### src/rtl/fifo_sync_param.sv
// rtl/fifo_sync_param.sv - parametrised single-clock FIFO with registered read port
// Flags decode the occupancy register; overflow/underflow are sticky until cleared.
module fifo_sync_param #(
  parameter int WIDTH    = 8,
  parameter int DEPTH    = 8,
  parameter int AF_LEVEL = DEPTH - 2,
  parameter int AE_LEVEL = 2
) (
  input  logic                     i_clk,
  input  logic                     i_rst_n,
  input  logic [WIDTH-1:0]         i_buffer_in,
  input  logic                     i_wr_en,
  input  logic                     i_rd_en,
  input  logic                     i_clr_err,
  output logic [WIDTH-1:0]         o_buffer_out,
  output logic                     o_out_valid,
  output logic                     o_empty,
  output logic                     o_full,
  output logic                     o_almost_empty,
  output logic                     o_almost_full,
  output logic                     o_overflow,
  output logic                     o_underflow,
  output logic [$clog2(DEPTH):0]   o_count
);

  localparam int AW = $clog2(DEPTH);
  localparam int CW = AW + 1;

  logic [WIDTH-1:0] r_mem [DEPTH];
  logic [AW-1:0]    r_wr_ptr;
  logic [AW-1:0]    r_rd_ptr;
  logic [CW-1:0]    r_count;
  logic [WIDTH-1:0] r_buffer_out;
  logic             r_out_valid;
  logic             r_overflow;
  logic             r_underflow;
  logic             w_wr_ok;
  logic             w_rd_ok;
  logic             w_empty;
  logic             w_full;

  assign w_empty = (r_count == '0);
  assign w_full  = (r_count == CW'(DEPTH));
  assign w_wr_ok = i_wr_en & ~w_full;
  assign w_rd_ok = i_rd_en & ~w_empty;

  // Storage carries no reset; occupancy alone decides what is valid.
  always_ff @(posedge i_clk) begin
    if (w_wr_ok) begin
      r_mem[r_wr_ptr] <= i_buffer_in;
    end
  end

  always_ff @(posedge i_clk or negedge i_rst_n) begin
    if (!i_rst_n) begin
      r_wr_ptr     <= '0;
      r_rd_ptr     <= '0;
      r_count      <= '0;
      r_buffer_out <= '0;
      r_out_valid  <= 1'b0;
      r_overflow   <= 1'b0;
      r_underflow  <= 1'b0;
    end else begin
      r_out_valid <= w_rd_ok;
      if (w_wr_ok) begin
        r_wr_ptr <= r_wr_ptr + AW'(1);
      end
      if (w_rd_ok) begin
        r_buffer_out <= r_mem[r_rd_ptr];
        r_rd_ptr     <= r_rd_ptr + AW'(1);
      end
      case ({w_wr_ok, w_rd_ok})
        2'b10:   r_count <= r_count + CW'(1);
        2'b01:   r_count <= r_count - CW'(1);
        default: r_count <= r_count;
      endcase
      // A fresh error event takes priority over a coincident clear.
      if (i_wr_en && w_full) begin
        r_overflow <= 1'b1;
      end else if (i_clr_err) begin
        r_overflow <= 1'b0;
      end
      if (i_rd_en && w_empty) begin
        r_underflow <= 1'b1;
      end else if (i_clr_err) begin
        r_underflow <= 1'b0;
      end
    end
  end

  assign o_buffer_out   = r_buffer_out;
  assign o_out_valid    = r_out_valid;
  assign o_empty        = w_empty;
  assign o_full         = w_full;
  assign o_almost_empty = (r_count <= CW'(AE_LEVEL));
  assign o_almost_full  = (r_count >= CW'(AF_LEVEL));
  assign o_overflow     = r_overflow;
  assign o_underflow    = r_underflow;
  assign o_count        = r_count;

endmodule

### config.mk
export PLATFORM = sky130hd
export DESIGN_NAME = fifo_sync_param
export DESIGN_NICKNAME = d
export VERILOG_FILES = /design/src/rtl/fifo_sync_param.sv
export SDC_FILE = /design/constraint.sdc
export NUM_CORES = 1
export LEC_CHECK = 0
export BUFFER_PORTS_ARGS = -buffer_cell sky130_fd_sc_hd__clkbuf_2
export CORE_MARGIN = 1
export CORE_UTILIZATION = 55
export CTS_BUF_LIST = sky130_fd_sc_hd__clkbuf_8
export CTS_CLUSTER_SIZE = 8
export DETAILED_ROUTE_END_ITERATION = 7
export HOLD_SLACK_MARGIN = 0.02
export PLACE_DENSITY = 0.83
export REMOVE_ABC_BUFFERS = 1
export SLEW_MARGIN = 20
export SYNTH_ARGS = -nofsm -noshare
export SYNTH_HDL_FRONTEND = slang
export SYNTH_SLANG_ARGS = --single-unit
### constraint.sdc
create_clock -name i_clk -period 4.6 [get_ports i_clk]
set_input_delay 0.23 -clock i_clk [delete_from_list [all_inputs] [get_ports i_clk]]
set_output_delay 0.23 -clock i_clk [all_outputs]
set_load 0.01 [all_outputs]
==> flow_metrics.py, run 1 <==
metrics = {
    "run_status": {
        "outcome": "completed",
    },
    "worst_setup_path": {
        "rr_worst_depth": 10,
        "end_kind": "flop",
        "crit_buf_inv": 1,
        "path_cells": "nor4_4, nand2b_1, inv_2, ha_1, xor2_1, ha_1, a21oi_1, xor2_1, nor2_1, xor2_1",
        "worst_ep_arrival_time_ps": 3190,
        "critical_path.top_delay_family": "simple AND/OR/NAND/NOR gates",
        "cp_slowest_stage_delay_ps": 650,
        "cp_max_fo": 19,
        "worstPathRequired_ps": 4830,
        "regToRegSetupSlack_ps": 1640,
        "crit_path_start_kind": "flop",
        "crit_type": "flop to flop",
        "crit_slowest_cell": "nand2b_1",
        "timing.rr.start": "o_count[0]$_DFFE_PN0P_",
        "r2r-end": "o_count[2]$_DFFE_PN0P_",
        "critPathMostFrequentCell": "xor2_1",
    },
    "finish": {
        "nFillCells": 445,
        "drive_gt1_frac": 0.269,
        "final_util": 0.640,
        "nets": 277,
        "area_growth_pct": 10.4,
        "n_antenna_cell": 0,
    },
    "timing": {
        "clock_skew_ps": 10.3,
        "rsz0062_at_grt": "no",
        "hold_viol": 0,
        "clock.fmax_mhz": 338,
        "fin_crit_ps": 2960,
        "slew_headroom": 0.362,
        "setup_ws_ps": 1640,
        "drv_slew": 0,
        "setup_viol": 0,
        "worstMarginPinSlew_ps": 953,
        "finalSetupTns_ps": 0,
        "timing.final.crit_share": 0.644,
    },
    "synth": {
        "yosys.area_share.adder": 0.0179,
        "synth_area_leader_cell": "edfxtp_1",
        "synth_xor_area_frac": 0.0201,
        "synth.area.mux_share": 0.101,
        "synthTopCellsByArea": "edfxtp_1 (55%), dfrtp_1 (15%), mux2_2 (5.5%)",
        "syn-cell-area_mm2": 0.00349,
        "synth_top_family_by_area": "multiplexers",
        "yosysSeqAreaShare": 0.701,
        "yosys.area.top_type_share": 0.550,
        "yosys_warnings": 0,
        "yosysUniqueCellTypes": 32,
        "synthCells": 223,
        "synth-simple-area-share": 0.0688,
        "synth_area_per_cell_um2": 15.7,
        "synth_compound_area_frac": 0.0609,
        "synth_seq_cells": 85,
    },
    "hold_path": {
        "min_delay_path_depth": 2,
        "hp-start": "i_clr_err",
        "holdPathEnd": "o_overflow$_DFFE_PN0P_",
        "min_path_type": "primary input to flop",
    },
    "die": {
        "ios": 32,
        "rows": 28,
        "fp.coreArea_mm2": 0.00603,
        "die_x_um": 81.7,
        "dieArea_mm2": 0.00667,
        "die_h_um": 81.7,
        "start_util": 0.580,
    },
    "clocking": {
        "path_clk_slew_ps": 80,
        "insertion_delay_ps": 350,
        "clockRootBuffer": "clkbuf_8",
        "cts_made_buffers": 9,
        "ctsHtreeMaxLevel": 3,
        "clock_path_buffers": 2,
        "cts_tree": "yes",
        "clock_sinks": 85,
        "postCtsSetupBuffers": 0,
    },
    "route": {
        "dr.pass1.iters": 4,
        "drc": 0,
        "dr_total_vias": 1885,
        "drtIter0Drc": 132,
        "vias_per_cell": 5.56,
        "wl_um": 5940,
        "antenna_left": 0,
        "routedWlPerCell_um": 17.5,
    },
    "place": {
        "io_buffer_count": 31,
        "place_hpwl_um": 3790,
        "pre_cts_ws_ps": 1630,
        "place.gp.congestion": 0.742,
    },
    "global_routing": {
        "grt_max_degree": 35,
        "grt_pass1_wl_um": 9180,
        "grt-ovfl-total": 0,
        "first_global_vias": 1811,
        "antenna_found_initial": 0,
        "use_met2": 0.323,
        "grtUsageMet3": 0.0400,
        "grt_usage": 0.202,
        "grt-busiest-layer": "met2",
        "met1_usage": 0.253,
    },
    "power": {
        "irDropWorstVdd_mv": 0.345,
        "power.density_mw_per_mm2": 615,
        "p_leak_uw": 0.00146,
    },
    "flow_run": {
        "drv_cap": 0,
    },
}
==> worst max-delay path by stage <==
stage	cells after the start	to	slack [ps]	from
floorplan	10	o_count[2]$_DFFE_PN0P_	1910	o_count[0]$_DFFE_PN0P_
detailed placement	10	o_count[2]$_DFFE_PN0P_	1630	o_count[0]$_DFFE_PN0P_
CTS	10	o_count[2]$_DFFE_PN0P_	1610	o_count[0]$_DFFE_PN0P_
finish	10	o_count[2]$_DFFE_PN0P_	1640	o_count[0]$_DFFE_PN0P_
global placement	10	o_count[2]$_DFFE_PN0P_	1780	o_count[0]$_DFFE_PN0P_
global route	10	o_count[2]$_DFFE_PN0P_	1440	o_count[0]$_DFFE_PN0P_
==> cell families after synthesis <==
group / count (synthesis)
flops: 85
simple gates: 47
mux: 33
compound gates: 31
buf+inv: 14
xor+xnor: 8
fa+ha+maj: 5
==> where the power goes <==
group	internal (uW)	total, uW	switching [uW]
logic	352	791	439
clock network	196	458	261
registers	1000	1120	120
==> registers in the layout, summed over array words and instances (netlist names) <==
signal,cells
o_out_valid,1
r_rd_ptr,3
o_overflow,1
o_count,4
o_underflow,1
o_buffer_out,8
r_mem,64
r_wr_ptr,3
==> cells in the final DEF, fill, tap and decap left out, drive strengths merged <==
| master | Yosys | layout |
|---|---|---|
| nor3b | 1 | 1 |
| clkinvlp | 0 | 3 |
| nor2b | 2 | 2 |
| mux2i | 16 | 16 |
| nor4b | 1 | 1 |
| xor2 | 3 | 3 |
| nand2b | 7 | 7 |
| xnor2 | 5 | 5 |
| a211oi | 1 | 1 |
| nor4 | 1 | 1 |
| dfrtp | 21 | 21 |
| buf | 8 | 3 |
| inv | 4 | 5 |
| nand2 | 24 | 24 |
| o22ai | 9 | 9 |
| mux2 | 17 | 17 |
| clkinv | 0 | 3 |
| nor4bb | 1 | 1 |
| nor2 | 8 | 8 |
| clkbuf | 2 | 40 |
| edfxtp | 64 | 64 |
| ha | 5 | 5 |
| dlygate4sd3 | 0 | 1 |
| a21oi | 2 | 2 |
| o21ai | 11 | 11 |
| nor3 | 2 | 2 |
| a221o | 8 | 8 |
==> repair_timing <==
item                                   in CTS  in global routing
endpoints found under the hold margin      21                  0
gates resized for setup                     0                  0
hold buffers                                1                  0
==> routing by layer <==
metal  vias to the layer above  wire [um]
li1                        912          -
met1                       906       2360
met2                        58       3040
met3                         9        449
met4                         0         92
met5                         -          0
==> cell type report <==
cell class	instances	area, um^2	share of cell area
Clock buffer	9	124	0.0321
Clock inverter	7	50.0	0.0130
Inverter	4	15.0	0.00389
Multi-Input combinational cell	124	937	0.243
Sequential cell	85	2450	0.635
Tap cell	75	93.8	0.0243
Timing Repair Buffer	35	188	0.0487
==> worst register-to-register path, stage by stage, from the launching register on <==
cell,delay [ps]
dfrtp_1,500
nor4_4,350
nand2b_1,650
inv_2,150
ha_1,290
xor2_1,170
ha_1,200
a21oi_1,150
xor2_1,180
nor2_1,80
xor2_1,140
==> Yosys cell counts <==
cell type,instances
ha_1,5
clkbuf_2,1
o21ai_0,3
nor2b_1,2
a21oi_1,2
mux2_2,17
nand2_1,24
a221o_1,8
nor3b_1,1
buf_12,1
nor3_1,2
o22ai_1,9
o21ai_2,1
xnor2_1,5
buf_1,1
xor2_1,3
nor4bb_1,1
edfxtp_1,64
a211oi_1,1
nand2b_1,7
inv_2,1
buf_8,1
nor4_4,1
nor2_1,8
buf_6,2
nor4b_2,1
inv_1,3
mux2i_1,16
o21ai_1,7
buf_4,3
dfrtp_1,21
clkbuf_1,1
==> stage by stage <==
stage / std cells / hold WS (ps) / total power (uW) / area (um^2)
final: 339 / 74.9 / 2370 / 3850
after global routing: 339 / 94.0 / 2500 / 3850
after CTS: 339 / 67.7 / 2390 / 3850
after detailed placement: 322 / 239 / 1940 / 3670
after global placement: 322 / 230 / 1890 / 3670
after floorplan: 213 / -65.6 / 1670 / 3400
No activity file was read; power rests on OpenSTA's default activity.
==> run 2: changes to the inputs <==
--- a/config.mk
+++ b/config.mk
@@ -12,7 +12,7 @@
 export CTS_CLUSTER_SIZE = 8
 export DETAILED_ROUTE_END_ITERATION = 7
 export HOLD_SLACK_MARGIN = 0.02
-export PLACE_DENSITY = 0.83
+export PLACE_DENSITY = 0.86
 export REMOVE_ABC_BUFFERS = 1
 export SLEW_MARGIN = 20
 export SYNTH_ARGS = -nofsm -noshare
==> constraint.sdc (replaced) <==
create_clock -name i_clk -period 2.7 [get_ports i_clk]
set_input_delay 0.135 -clock i_clk [delete_from_list [all_inputs] [get_ports i_clk]]
set_output_delay 0.135 -clock i_clk [all_outputs]
set_load 0.01 [all_outputs]
==> run 2 against run 1 <==
Against the previous run: non-clock buffer count up 12; final cell count up 3.5%; sequential share of layout area down 2.2 points; power up 80%; maximum frequency up 24%; first-iteration DRC count up 31%; sequential power up 76%.
==> flow_metrics.py, run 2 (same netlist as run 1, synthesis figures left out) <==
metrics = {
    "run_status": {
        "outcome": "completed",
    },
    "route": {
        "dr.pass1.iters": 4,
        "dr_total_vias": 1943,
        "wl_um": 6170,
        "drtIter0Drc": 173,
        "drc": 0,
        "vias_per_cell": 5.54,
        "wl_met1_um": 2530,
        "top_layer": "met4",
        "wl_met3_um": 274,
        "routedWlPerCell_um": 17.6,
        "routed-wl-met2_um": 3240,
        "antenna_left": 0,
    },
    "finish": {
        "nets": 289,
        "n_antenna_cell": 0,
        "regMostFlops": "r_mem",
        "largest_register_ffs": 64,
        "drive_gt1_frac": 0.283,
        "final_cells": 351,
        "final_cell_mix": "edfxtp_1 (64), clkbuf_2 (31), nand2_1 (24), dfrtp_1 (21), mux2_2 (17)",
        "layout_commonest_cell": "edfxtp_1",
        "area_growth_pct": 14.3,
    },
    "worst_setup_path": {
        "worstPathRequired_ps": 2930,
        "crit_path_start_kind": "flop",
        "end_kind": "flop",
        "worst_ep_arrival_time_ps": 2620,
        "crit_type": "flop to flop",
        "cp_max_fo": 8,
    },
    "global_routing": {
        "antenna_found_initial": 0,
        "grt_pass1_wl_um": 9350,
        "grt_max_degree": 22,
        "grt-ovfl-total": 0,
        "grt_usage": 0.206,
        "first_global_vias": 1859,
    },
    "power": {
        "total_power_uw": 4270,
        "p_leak_uw": 0.00156,
        "power.density_mw_per_mm2": 1070,
        "irDropWorstVdd_mv": 0.679,
    },
    "clocking": {
        "holdBufCountCts": 4,
        "clockRootBuffer": "clkbuf_8",
        "cts_made_buffers": 9,
        "postCtsSetupBuffers": 0,
        "clock_sinks": 85,
        "post_cts_resized": 0,
        "insertion_delay_ps": 350,
        "cts_tree": "yes",
        "clock_path_buffers": 2,
        "ctsHtreeMaxLevel": 3,
        "path_clk_slew_ps": 80,
    },
    "die": {
        "die_x_um": 81.7,
        "ios": 32,
        "dieArea_mm2": 0.00667,
        "start_util": 0.580,
        "die_h_um": 81.7,
        "fp.coreArea_mm2": 0.00603,
        "rows": 28,
    },
    "timing": {
        "rsz0062_at_grt": "no",
        "hold_viol": 0,
        "finalSetupTns_ps": 0,
        "clock.fmax_mhz": 417,
        "fin_hold_ws_ps": 64.8,
        "slew_headroom": 0.431,
        "worstMarginPinSlew_ps": 853,
        "drv_slew": 0,
        "clock_skew_ps": 11.0,
        "timing.final.crit_share": 0.888,
        "setup_viol": 0,
        "fin_crit_ps": 2400,
    },
    "place": {
        "place.gp.congestion": 0.763,
        "io_buffer_count": 31,
        "dp_cells": 331,
        "place_hpwl_um": 4070,
    },
    "flow_run": {
        "drv_cap": 0,
    },
    "hold_path": {
        "min_path_type": "primary input to flop",
    },
}
==> run 2: critical path, cell delays in order, from the launching register on <==
cell and delay [ps]:
dfrtp_1 510, nor4b_2 400, nor2b_1 160, inv_1 140
ha_1 280, xor2_1 100, ha_1 190, a21oi_1 140
xor2_1 160, nor2_1 60, xor2_1 140
==> run 2: routing by layer <==
layer,vias to the layer above,track usage
li1,928,-
met1,958,0.250
met2,47,0.348
met3,10,0.0567
met4,0,0.0877
met5,-,0
==> run 2: worst paths after layout <==
kind | slack [ps] | cells after the start | endpoint | startpoint
worst min register to register | 480 | 2 | o_buffer_out[4]$_DFFE_PN0P_ | o_buffer_out[4]$_DFFE_PN0P_
max in group asynchronous | 2020 | 2 | r_wr_ptr[1]$_DFFE_PN0P_ | i_rst_n
worst min-delay path | 60 | 1 | r_mem[4][7]$_DFFE_PP_ | i_buffer_in[7]
worst max-delay path | 300 | 10 | o_count[2]$_DFFE_PN0P_ | o_count[0]$_DFFE_PN0P_
min in group asynchronous | 300 | 2 | o_buffer_out[6]$_DFFE_PN0P_ | i_rst_n
worst max register to register | 300 | 10 | o_count[2]$_DFFE_PN0P_ | o_count[0]$_DFFE_PN0P_
==> run 2: per-stage QoR <==
step | utilization | setup WS (ps) | instance area [um^2]
after floorplan | - | 11.7 | 3400
after global placement | 0.620 | 422 | 3740
after detailed placement | 0.620 | 326 | 3740
after CTS | 0.663 | 309 | 3990
after global routing | 0.663 | 108 | 3990
final | 0.663 | 303 | 3990
==> run 2: cell type report <==
class / instances / area (um^2)
Inverter: 4 / 15.0
Clock inverter: 7 / 90.1
Fill cell: 415 / 2030
Timing Repair Buffer: 47 / 285
Clock buffer: 9 / 124
Multi-Input combinational cell: 124 / 937
Sequential cell: 85 / 2450
Tap cell: 75 / 93.8
==> run 2: report_power, final <==
part / total (uW) / internal, uW / switching [uW]
Combinational: 1350 / 649 / 697
Clock: 955 / 519 / 435
Sequential: 1970 / 1700 / 266
Total: 4270 / 2870 / 1400
==> run 3: changes to the inputs <==
--- a/config.mk
+++ b/config.mk
@@ -5,14 +5,15 @@
 export SDC_FILE = /design/constraint.sdc
 export NUM_CORES = 1
 export LEC_CHECK = 0
+export ABC_AREA = 1
 export BUFFER_PORTS_ARGS = -buffer_cell sky130_fd_sc_hd__clkbuf_2
 export CORE_MARGIN = 1
-export CORE_UTILIZATION = 55
+export CORE_UTILIZATION = 50
 export CTS_BUF_LIST = sky130_fd_sc_hd__clkbuf_8
 export CTS_CLUSTER_SIZE = 8
 export DETAILED_ROUTE_END_ITERATION = 7
 export HOLD_SLACK_MARGIN = 0.02
-export PLACE_DENSITY = 0.86
+export PLACE_DENSITY = 0.79
 export REMOVE_ABC_BUFFERS = 1
 export SLEW_MARGIN = 20
 export SYNTH_ARGS = -nofsm -noshare
==> run 3 against run 2 <==
Against the previous run: clock skew is 1.4 ps lower; core utilization decreased by 7.2 points; critical path type unchanged; final area up 1.6%; highest routed layer unchanged; flip-flop and latch count unchanged; first-iteration DRC count is 29% higher; clock power shrank 6.5%; global-route usage increased by 0.56 points.
==> flow_metrics.py, run 3 <==
metrics = {
    "timing": {
        "setup_viol": 0,
        "setup_ws_ps": 477,
        "clock_skew_ps": 9.57,
        "slew_headroom": 0.635,
        "hold_viol": 0,
        "timing.final.crit_share": 0.823,
        "worstMarginPinSlew_ps": 548,
        "fin_crit_ps": 2220,
        "drv_slew": 0,
        "rsz0062_at_grt": "no",
        "clock.fmax_mhz": 450,
        "finalSetupTns_ps": 0,
    },
    "die": {
        "start_util": 0.522,
        "fp.coreArea_mm2": 0.00687,
        "rows": 30,
        "dieArea_mm2": 0.00752,
        "die_x_um": 86.7,
        "ios": 32,
        "die_h_um": 86.7,
    },
    "finish": {
        "n_antenna_cell": 0,
        "largest_register_ffs": 64,
        "layout_commonest_cell": "nor2_1",
        "drive_gt1_frac": 0.197,
        "regMostFlops": "r_mem",
        "final_cell_mix": "nor2_1 (77), edfxtp_1 (64), nand2_1 (43), o21ai_0 (36), clkbuf_2 (31)",
        "area_growth_pct": 13.0,
        "nets": 379,
        "nFillCells": 563,
        "design_area_mm2": 0.00406,
    },
    "global_routing": {
        "met1_usage": 0.270,
        "first_global_vias": 2235,
        "grt_max_degree": 34,
        "grtUsageMet3": 0.0390,
        "grt-busiest-layer": "met2",
        "grt_pass1_wl_um": 11500,
        "grt_usage": 0.212,
        "use_met2": 0.355,
        "grt-ovfl-total": 0,
        "antenna_found_initial": 0,
    },
    "worst_setup_path": {
        "crit_buf_inv": 2,
        "critical_path.top_delay_family": "simple AND/OR/NAND/NOR gates",
        "critPathMostFrequentCell": "ha_1",
        "crit_path_start_kind": "flop",
        "crit_cells": 12,
        "cp_slowest_stage_delay_ps": 450,
        "end_kind": "flop",
        "timing.rr.start": "o_count[0]$_DFFE_PN0P_",
        "path_cells": "nor2_2, nand2_2, nand2_4, inv_4, ha_1, nand2_1, inv_1, nor2_1, ha_1, a21oi_1, or2_2, a31oi_1",
        "regToRegSetupSlack_ps": 480,
        "crit_type": "flop to flop",
        "r2r-end": "o_count[2]$_DFFE_PN0P_",
        "worstPathRequired_ps": 2980,
        "rr_worst_depth": 12,
        "worst_ep_arrival_time_ps": 2500,
        "crit_slowest_cell": "dfrtp_1",
        "cp_max_fo": 14,
    },
    "power": {
        "p_switching_uw": 1660,
        "power_switching_share": 0.384,
        "pwr-share-clk": 0.206,
        "internal_power_uw": 2670,
        "power.density_mw_per_mm2": 1070,
        "p_leak_uw": 0.00164,
        "power_frac_seq": 0.441,
        "p_comb_frac": 0.353,
        "irDropWorstVdd_mv": 0.519,
    },
    "hold_path": {
        "hp-start": "i_wr_en",
        "min_delay_path_depth": 3,
        "holdPathEnd": "o_overflow$_DFFE_PN0P_",
        "min_path_type": "primary input to flop",
    },
    "place": {
        "place.gp.congestion": 0.828,
        "place_hpwl_um": 4610,
        "io_buffer_count": 31,
        "pre_cts_ws_ps": 512,
        "post_dp_cell_area_mm2": 0.00384,
    },
    "synth": {
        "yosysUniqueCellTypes": 27,
        "synthTopCellsByArea": "edfxtp_1 (54%), dfrtp_1 (15%), nor2_1 (8.1%)",
        "async_flop_share": 0.247,
        "yosysMostFrequentCell": "nor2_1",
        "yosys-top-cells-count": "nor2_1 (77), edfxtp_1 (64), nand2_1 (43)",
        "synthCells": 318,
        "synth_area_leader_cell": "edfxtp_1",
        "yosysSeqAreaShare": 0.682,
        "yosys.area.top_type_share": 0.536,
        "synth_edf_count": 64,
        "syn-cell-area_mm2": 0.00359,
        "synth_area_per_cell_um2": 11.3,
        "synth_seq_cells": 85,
        "ys.flop_type": "edfxtp_1",
        "yosys_warnings": 0,
    },
    "clocking": {
        "ctsHtreeMaxLevel": 3,
        "cts_tree": "yes",
        "cts_made_buffers": 9,
        "insertion_delay_ps": 350,
        "clockRootBuffer": "clkbuf_8",
        "clock_sinks": 85,
        "post_cts_resized": 0,
        "clock_path_buffers": 2,
        "path_clk_slew_ps": 80,
    },
    "route": {
        "dr.pass1.iters": 4,
        "dr_total_vias": 2395,
        "drtIter0Drc": 223,
        "drc": 0,
        "wl_um": 7290,
        "vias_per_cell": 5.18,
        "antenna_left": 0,
        "routedWlPerCell_um": 15.8,
    },
    "flow_run": {
        "drv_cap": 0,
    },
    "run_status": {
        "outcome": "completed",
    },
}
==> run 3: changes by cell type after synthesis, moves of 3 or more <==
cell	before	now
mux2i_1	16	0
inv_1	3	13
nand3_2	0	4
nor2_1	8	77
a221o_1	8	0
nand2b_1	7	0
mux2_2	17	0
xnor2_1	5	2
o22ai_1	9	0
o21ai_0	3	36
nand3_1	0	24
nand2_1	24	43
o21ai_1	7	0
==> run 3: cell type report <==
cell class | count | area, um^2 | share of cell area
clock buffer | 9 | 124 | 0.0305
clock inverter | 7 | 71.3 | 0.0176
inverter | 17 | 66.3 | 0.0164
multi-input combinational | 204 | 968 | 0.239
sequential | 85 | 2450 | 0.604
tap | 96 | 120 | 0.0296
timing repair buffer | 44 | 258 | 0.0636
==> run 3: worst min-delay path: cells and delay by family <==
family,cells,cell delay (ps)
buffers and inverters,1,100
AND/OR/NAND/NOR,1,50
AO/OA/AOI/OAI,1,60
==> run 3: metal layers <==
metal  part of all wire  wire length, um  vias up
met5                  0                0        -
met4             0.0043               31        0
met2               0.51             3740       80
met3              0.063              460        2
li1                   -                -     1161
met1               0.42             3070     1152
==> run 3: timing repair <==
item                      CTS  global route
hold buffers                2             0
buffers inserted            0             0
hold endpoints to repair   23             0
==> run 3: power by group through the flow <==
stage               sequential (uW)  clock, uW  combinational, uW
floorplan                      1990          0                895
global placement               1930          0               1470
detailed placement             1940          0               1520
CTS                            1910        904               1530
global route                   1940        957               1720
finish                         1910        893               1530
==> run 3: logic make-up (layout without fill, tap and decap cells) <==
| family | Yosys count | count (layout) | synth area share |
|---|---|---|---|
| simple gates | 155 | 155 | 0.185 |
| compound gates | 39 | 39 | 0.0558 |
| fa+ha+maj | 5 | 5 | 0.0174 |
| flops | 85 | 85 | 0.682 |
| xor+xnor | 5 | 5 | 0.0122 |
| buf+inv | 29 | 77 | 0.0478 |
==> run 3: stage by stage <==
stage | std cells | hold WS [ps] | util | total power [uW]
6_report | 462 | 33.9 | 0.590 | 4330
3_5_place_dp | 444 | 151 | 0.559 | 3460
2_1_floorplan | 306 | -161 | - | 2880
4_1_cts | 462 | 26.2 | 0.590 | 4350
5_1_grt | 462 | 44.8 | 0.590 | 4620
3_3_place_gp | 444 | 144 | 0.559 | 3400
==> run 3: worst max-delay path by stage <==
stage | startpoint | end
floorplan | o_count[0]$_DFFE_PN0P_ | o_count[2]$_DFFE_PN0P_
global route | o_count[1]$_DFFE_PN0P_ | o_count[2]$_DFFE_PN0P_
finish | o_count[0]$_DFFE_PN0P_ | o_count[2]$_DFFE_PN0P_
CTS | o_count[0]$_DFFE_PN0P_ | o_count[2]$_DFFE_PN0P_
detailed placement | o_count[0]$_DFFE_PN0P_ | o_count[2]$_DFFE_PN0P_
global placement | o_count[0]$_DFFE_PN0P_ | o_count[2]$_DFFE_PN0P_
